$ cat config.mk
export PLATFORM = sky130hd
export DESIGN_NAME = fir_mac_param
export DESIGN_NICKNAME = d
export VERILOG_FILES = /design/src/rtl/fir_pkg.sv /design/src/rtl/fir_delay_line.sv /design/src/rtl/fir_mac_param.sv
export SDC_FILE = /design/constraint.sdc
export NUM_CORES = 2
export LEC_CHECK = 0
export BUFFER_PORTS_ARGS = -buffer_cell sky130_fd_sc_hd__buf_2
export CAP_MARGIN = 30
export CELL_PAD_IN_SITES_DETAIL_PLACEMENT = 2
export CELL_PAD_IN_SITES_GLOBAL_PLACEMENT = 2
export CORE_MARGIN = 10
export CORE_UTILIZATION = 45
export CTS_CLUSTER_DIAMETER = 100
export DETAILED_ROUTE_END_ITERATION = 16
export PLACE_DENSITY_LB_ADDON = 0.1
export SLEW_MARGIN = 20
export SYNTH_ARGS = -nofsm -noshare
export SYNTH_HDL_FRONTEND = slang
export SYNTH_HIERARCHICAL = 1
export SYNTH_SLANG_ARGS = --single-unit
$ cat constraint.sdc
create_clock -name ap_clk -period 13.71 [get_ports ap_clk]
set_input_delay 1.371 -clock ap_clk [delete_from_list [all_inputs] [get_ports ap_clk]]
set_output_delay 1.371 -clock ap_clk [all_outputs]
set_load 0.1 [all_outputs]
$ cat src/rtl/fir_pkg.sv
// Shared types, defaults and arithmetic helpers for the parametrised FIR MAC.
// Optional build macro: FIR_SYMMETRIC_EN (used by the top and the delay line).
package fir_pkg;

  localparam int DEF_DATA_W = 16;
  localparam int DEF_COEF_W = 16;
  localparam int DEF_FRAC_W = 14;
  localparam int DEF_NTAPS  = 73;
  localparam int DEF_ACC_W  = 40;

  function automatic int unsigned clog2(input int unsigned v);
    int unsigned r;
    r = 0;
    while ((32'd1 << r) < v) r = r + 1;
    return r;
  endfunction

  localparam int DEF_ADDR_W = clog2(DEF_NTAPS);

  typedef enum logic [2:0] {
    ST_FLUSH,
    ST_IDLE,
    ST_MAC,
    ST_DRAIN1,
    ST_DRAIN2,
    ST_DONE
  } fir_state_e;

  // Round half up, arithmetic shift, then clamp to the signed data_w range.
  function automatic logic signed [63:0] sat_round(input logic signed [63:0] acc,
                                                    input int unsigned frac_w,
                                                    input int unsigned data_w);
    logic signed [63:0] r;
    logic signed [63:0] hi;
    logic signed [63:0] lo;
    r = acc;
    if (frac_w > 0) r = (acc + (64'sd1 <<< (frac_w - 1))) >>> frac_w;
    hi = (64'sd1 <<< (data_w - 1)) - 64'sd1;
    lo = -(64'sd1 <<< (data_w - 1));
    if (r > hi) r = hi;
    else if (r < lo) r = lo;
    return r;
  endfunction

endpackage

$ cat src/rtl/fir_delay_line.sv
// Circular sample store with one write port, async read port(s) and the post-reset flush counter.
// The second read port exists only when FIR_SYMMETRIC_EN is defined.
module fir_delay_line
  import fir_pkg::*;
#(
  parameter int DATA_W = DEF_DATA_W,
  parameter int NTAPS  = DEF_NTAPS,
  parameter int ADDR_W = DEF_ADDR_W
) (
  input  logic                     clk_i,
  input  logic                     rst_i,
  input  logic                     flush_i,
  output logic                     flush_last_o,
  input  logic                     we_i,
  input  logic [ADDR_W-1:0]        waddr_i,
  input  logic signed [DATA_W-1:0] wdata_i,
  input  logic [ADDR_W-1:0]        raddr0_i,
  output logic signed [DATA_W-1:0] rdata0_o
`ifdef FIR_SYMMETRIC_EN
  ,
  input  logic [ADDR_W-1:0]        raddr1_i,
  output logic signed [DATA_W-1:0] rdata1_o
`endif
);

  localparam logic [ADDR_W-1:0] LAST = ADDR_W'(NTAPS - 1);

  logic signed [DATA_W-1:0] mem_q [NTAPS];
  logic [ADDR_W-1:0]        fcnt_q, fcnt_d;

  always_comb begin
    flush_last_o = (fcnt_q == LAST);
    fcnt_d       = fcnt_q;
    if (flush_i) fcnt_d = flush_last_o ? '0 : fcnt_q + 1'b1;
  end

  always_ff @(posedge clk_i or posedge rst_i) begin
    if (rst_i) fcnt_q <= '0;
    else       fcnt_q <= fcnt_d;
  end

  // Flush has priority; the FSM never requests a sample write while flushing.
  always_ff @(posedge clk_i) begin
    if (flush_i)   mem_q[fcnt_q]  <= '0;
    else if (we_i) mem_q[waddr_i] <= wdata_i;
  end

  assign rdata0_o = mem_q[raddr0_i];
`ifdef FIR_SYMMETRIC_EN
  assign rdata1_o = mem_q[raddr1_i];
`endif

endmodule

$ cat src/rtl/fir_mac_param.sv
// Sequential FIR: one sample per ap_start, one MAC per cycle, rounded and saturated output.
// Build macro FIR_SYMMETRIC_EN folds symmetric taps into ceil(NTAPS/2) MAC cycles.
module fir_mac_param
  import fir_pkg::*;
#(
  parameter int DATA_W = DEF_DATA_W,
  parameter int COEF_W = DEF_COEF_W,
  parameter int FRAC_W = DEF_FRAC_W,
  parameter int NTAPS  = DEF_NTAPS,
  parameter int ACC_W  = DEF_ACC_W,
  parameter int ADDR_W = DEF_ADDR_W
) (
  input  logic                     ap_clk,
  input  logic                     ap_rst,
  input  logic                     ap_start,
  output logic                     ap_done,
  output logic                     ap_idle,
  output logic                     ap_ready,
  input  logic [DATA_W-1:0]        x_V,
  output logic [ADDR_W-1:0]        coeff_V_address0,
  output logic                     coeff_V_ce0,
  input  logic [COEF_W-1:0]        coeff_V_q0,
  output logic [DATA_W-1:0]        ap_return
);

`ifdef FIR_SYMMETRIC_EN
  localparam int MAC_LEN = (NTAPS + 1) / 2;
  localparam int X_W     = DATA_W + 1;
  localparam logic [ADDR_W:0] NT_M1 = (ADDR_W+1)'(NTAPS - 1);
`else
  localparam int MAC_LEN = NTAPS;
  localparam int X_W     = DATA_W;
`endif
  localparam int P_W = X_W + COEF_W;
  localparam logic [ADDR_W:0]   NT       = (ADDR_W+1)'(NTAPS);
  localparam logic [ADDR_W-1:0] NT_LAST  = ADDR_W'(NTAPS - 1);
  localparam logic [ADDR_W-1:0] MAC_LAST = ADDR_W'(MAC_LEN - 1);

  fir_state_e               state_q, state_d;
  logic [ADDR_W-1:0]        k_q, k_d, base_q, base_d, wr_ptr_q, wr_ptr_d;
  logic signed [ACC_W-1:0]  acc_q, acc_d;
  logic signed [X_W-1:0]    x_q, x_d;
  logic signed [P_W-1:0]    prod_q, prod_d;
  logic                     v1_q, v2_q;
  logic [DATA_W-1:0]        ret_q, ret_d;

  logic                     dl_flush, dl_flush_last, dl_we;
  logic [ADDR_W-1:0]        rd_addr0;
  logic signed [DATA_W-1:0] rd_data0;
`ifdef FIR_SYMMETRIC_EN
  logic [ADDR_W-1:0]        rd_addr1;
  logic signed [DATA_W-1:0] rd_data1;
  logic [ADDR_W:0]          mirror;
`endif

  // (b - d) mod NTAPS, with d in [0, NTAPS-1]
  function automatic logic [ADDR_W-1:0] wrap_sub(input logic [ADDR_W-1:0] b,
                                                 input logic [ADDR_W:0] d);
    logic [ADDR_W:0] t;
    if ({1'b0, b} >= d) t = {1'b0, b} - d;
    else                t = {1'b0, b} + NT - d;
    return t[ADDR_W-1:0];
  endfunction

  fir_delay_line #(
    .DATA_W (DATA_W),
    .NTAPS  (NTAPS),
    .ADDR_W (ADDR_W)
  ) u_delay (
    .clk_i        (ap_clk),
    .rst_i        (ap_rst),
    .flush_i      (dl_flush),
    .flush_last_o (dl_flush_last),
    .we_i         (dl_we),
    .waddr_i      (wr_ptr_q),
    .wdata_i      (x_V),
    .raddr0_i     (rd_addr0),
    .rdata0_o     (rd_data0)
`ifdef FIR_SYMMETRIC_EN
    ,
    .raddr1_i     (rd_addr1),
    .rdata1_o     (rd_data1)
`endif
  );

  always_comb begin
    state_d          = state_q;
    k_d              = k_q;
    base_d           = base_q;
    wr_ptr_d         = wr_ptr_q;
    acc_d            = v2_q ? acc_q + ACC_W'(prod_q) : acc_q;
    ret_d            = ret_q;
    dl_flush         = 1'b0;
    dl_we            = 1'b0;
    ap_idle          = 1'b0;
    ap_done          = 1'b0;
    coeff_V_ce0      = 1'b0;
    coeff_V_address0 = '0;
    prod_d           = $signed(coeff_V_q0) * x_q;

    rd_addr0 = wrap_sub(base_q, {1'b0, k_q});
`ifdef FIR_SYMMETRIC_EN
    mirror   = NT_M1 - {1'b0, k_q};
    rd_addr1 = wrap_sub(base_q, mirror);
    x_d      = (mirror == {1'b0, k_q}) ? X_W'(rd_data0)
                                       : X_W'(rd_data0) + X_W'(rd_data1);
`else
    x_d      = rd_data0;
`endif

    case (state_q)
      ST_FLUSH: begin
        dl_flush = 1'b1;
        if (dl_flush_last) state_d = ST_IDLE;
      end
      ST_IDLE: begin
        ap_idle = !ap_start;
        if (ap_start) begin
          dl_we   = 1'b1;
          base_d  = wr_ptr_q;
          acc_d   = '0;
          k_d     = '0;
          state_d = ST_MAC;
        end
      end
      ST_MAC: begin
        coeff_V_ce0      = 1'b1;
        coeff_V_address0 = k_q;
        k_d              = k_q + 1'b1;
        if (k_q == MAC_LAST) state_d = ST_DRAIN1;
      end
      ST_DRAIN1: state_d = ST_DRAIN2;
      // Result is registered here from the final accumulation so it is stable during DONE.
      ST_DRAIN2: begin
        ret_d   = DATA_W'(sat_round(64'(acc_d), FRAC_W, DATA_W));
        state_d = ST_DONE;
      end
      ST_DONE: begin
        ap_done  = 1'b1;
        wr_ptr_d = (base_q == NT_LAST) ? '0 : base_q + 1'b1;
        state_d  = ST_IDLE;
      end
      default: state_d = ST_FLUSH;
    endcase
    ap_ready = ap_done;
  end

  always_ff @(posedge ap_clk or posedge ap_rst) begin
    if (ap_rst) begin
      state_q  <= ST_FLUSH;
      k_q      <= '0;
      base_q   <= '0;
      wr_ptr_q <= '0;
      acc_q    <= '0;
      x_q      <= '0;
      prod_q   <= '0;
      v1_q     <= 1'b0;
      v2_q     <= 1'b0;
      ret_q    <= '0;
    end else begin
      state_q  <= state_d;
      k_q      <= k_d;
      base_q   <= base_d;
      wr_ptr_q <= wr_ptr_d;
      acc_q    <= acc_d;
      x_q      <= x_d;
      prod_q   <= prod_d;
      v1_q     <= (state_q == ST_MAC);
      v2_q     <= v1_q;
      ret_q    <= ret_d;
    end
  end

  assign ap_return = ret_q;

endmodule

==> metrics.txt <==
result of the run=finished, final reports clean; PostCTS Resize Cnt=0; Final Cycle Share=56.1%; maximum operating frequency=0.130 GHz; maximum clock skew at final layout=50.7 ps; number of failing hold endpoints at the final stage=0; CTS tree=yes; Synth warnings=6; ratio of routed vias to standard cells=6.00; power share of the sequential group=28.5%; pwr/cell area=220 mW/mm²; IO buf count=61; WL/cell=32.6 µm; clock edge transition at the registers on the reported setup and hold paths=60 ps; final critical-path required period=7690 ps; setup_tns=0 ps; worst hold-check path type=flip-flop to flip-flop; floorplan die area=0.158 mm²; max-cap viol count=0; distinct cell type count after synthesis=88; final HPWL from detailed placement=129000 µm; number of top-level pins=62; Routed WL=203000 µm; worst endpoint required time=14340 ps; via count of the first global-routing pass=41400; number of design rule violations left after detail routing=0; part of the total power dissipated in the clock network=24.4%; sequential share of the synthesized area=60.2%; first-pass GRT wire length=298000 µm; primary flip-flop cell chosen by synthesis mapping=edfxtp_1; area inside the core boundary=0.141 mm²; total of hold buffers inserted after clock tree synthesis=0; Overflow after GRT=0; CTS H-tree lvls=4; setup repair after global routing missed its margin=false; root buffer cell=clkbuf_16; Worst setup SP type=flip-flop; DIE HEIGHT=397 µm; switching fraction of total power=39.7%; Max Transition Viols Final=0; detailed router's first-iteration violation count=3398; number of standard cells after synthesis=4063; combinational share of power=47.1%; Synth Register Bits=1305; share of post-route cells with drive strength above 1=18.7%; post-synthesis area per instance=15.7 µm²; Row Count=138; EDFF count, synth=1168; CTS buffer count=141; x dimension of the die=397 µm; synthesis-to-finish area growth=11.9%; net total in the final layout=4657; number of detailed-routing iterations run before antenna repair=6; number of setup buffers added after CTS=0; worst IR drop on VDD=416 µV; combined area of all synthesized cells=0.0639 mm²; largest net degree at the start of global routing=118; measured slew at the worst slew-check pin=1160 ps; maximum fanout encountered on the critical timing path=16; maximum buffer depth of the clock tree=3; share of flip-flops with an asynchronous set or reset=10.5%; leakage=23.0 nW; Max-slew headroom=22.3%; number of antenna violations at the first check in global routing=11; cell area after layout=0.0716 mm²; Placed Area=0.0669 mm²; Worst Setup End Kind=flip-flop; signal arrival time at the worst endpoint=8320 ps; Post-Syn Nets=4509; Clk Latency, worst-skew pair=780 ps; total via count after detailed routing=37300; Initial Util=45.2%; critical path start-end classification=flip-flop to flip-flop; global-route total usage across every layer=25.7%; sw power=6.26 mW; Detail Route Antenna Nets=0; total number of clock tree sinks=1305; cell-internal power=9.50 mW; final standard cell utilization of the core=50.6%; final-report setup violation count=0; placer's final routability congestion estimate=0.819
## cells in the mapped netlist (13+ instances only)
master,number,share of area [%]
mux2i_1,74,1.2
o21a_1,15,0.18
ha_1,143,2.8
buf_2,36,0.28
nand2_1,247,1.5
inv_1,367,2.2
a21o_1,25,0.29
edfxtp_1,1168,55
a211oi_1,16,0.19
mux2_2,59,1.0
a22oi_1,22,0.26
clkbuf_1,93,0.55
xnor2_1,68,0.93
nand3_1,44,0.34
nor2b_1,32,0.31
dfrtp_1,137,5.4
nor3_1,30,0.23
a221oi_1,13,0.18
a21oi_1,90,0.70
and2_1,136,1.3
fa_1,268,8.4
nand2b_1,40,0.39
a221o_1,17,0.27
a31oi_1,14,0.14
o22ai_1,29,0.28
mux4_2,281,9.9
xor2_1,23,0.32
nand4_1,17,0.17
o21ai_0,86,0.67
and3_1,13,0.13
nor2_1,192,1.1
nor4_1,15,0.15
buf_1,21,0.12
buf_4,19,0.22
## critical path, stage by stage (launching register included)
cell	delay, ps
dfrtp_1	980
nand2_1	340
fa_1	610
inv_1	70
fa_1	830
fa_1	530
fa_1	480
fa_1	570
inv_1	60
fa_1	530
inv_1	40
ha_1	390
o21a_1	140
o21a_1	160
o21ai_0	150
nand2b_1	80
a21oi_1	330
nand2_1	80
o21ai_0	380
o21ai_0	220
o21ai_0	210
nand2b_1	90
a21oi_1	190
xnor2_1	80
## metal layers
layer  wire [µm]  part of all wire, %  track usage [%]
met5          41                0.020                0
met1       80900                   40             33.1
met3       11400                  5.6             3.59
met4        6780                  3.3             8.27
met2      104000                   51             44.6
## metrics by stage
stage	instances	worst slack (ps)	power, mW	hold slack (ps)
final	6211	6020	15.8	364
after global routing	6208	5500	16.9	377
after CTS	6199	5990	16.1	361
after detailed placement	5950	5510	12.1	341
after global placement	5944	5680	12.0	335
after floorplan	4063	6520	9.58	331
## logic make-up (layout without fill, tap and decap cells)
group | after synthesis | after routing | synth area share (%)
muxes | 422 | 422 | 12.4
and+or+nand+nor | 829 | 829 | 6.40
buffers and inverters | 551 | 805 | 3.58
adders and majority gates | 411 | 411 | 11.2
DFF | 1305 | 1305 | 60.2
AOI/OAI and AO/OA | 454 | 454 | 4.93
xor gates and xnor gates | 91 | 91 | 1.25
other | 0 | 4 | 0
## final timing paths
check | slack [ps] | cells after the start | startpoint | endpoint
worst max register to register | 6020 | 23 | x_q[4] | prod_q[31]
worst min register to register | 360 | 0 | v1_q | v2_q
min in group asynchronous | 610 | 2 | ap_rst | u_delay/fcnt_q[1]
max in group asynchronous | 11890 | 4 | ap_rst | prod_q[30]
worst max-delay path | 6020 | 23 | x_q[4] | prod_q[31]
worst min-delay path | 360 | 0 | v1_q | v2_q
## cell usage in the layout, fill, tap and decap left out, types with 89 or more instances in the layout
cell	netlist	routed
nand2_1	247	247
clkbuf_16	0	144
fa_1	268	268
mux4_2	281	281
ha_1	143	143
and2_1	136	120
dfrtp_1	137	136
inv_1	367	366
a21oi_1	90	89
buf_4	19	111
edfxtp_1	1168	1168
nor2_1	192	170
## cell type report
| class | count | area [µm²] |
|---|---|---|
| well taps | 1890 | 2360 |
| fillers | 12800 | 69800 |
| clock inverters | 76 | 808 |
| clock buffers | 173 | 3740 |
| repair buffers | 187 | 1410 |
| diodes | 4 | 10.0 |
| inverters | 369 | 1390 |
| multi-input cells | 2207 | 23300 |
| flip-flops and latches | 1305 | 38500 |
## power by group through the flow
stage	Clock (mW)	Sequential, mW	Combinational (mW)
2_1_floorplan	0	4.53	5.04
3_3_place_gp	0	4.58	7.40
3_5_place_dp	0	4.58	7.54
4_1_cts	3.91	4.50	7.67
5_1_grt	4.06	4.50	8.37
6_report	3.84	4.49	7.43
## state kept, by name, summed over array words and instances (netlist names)
name            count
u_delay/mem_q    1168
acc_q              40
prod_q             32
ap_return          16
x_q                16
base_q              7
k_q                 7
u_delay/fcnt_q      7
wr_ptr_q            7
state_q             3
v1_q                1
v2_q                1
(Power assumes the default switching activity.)
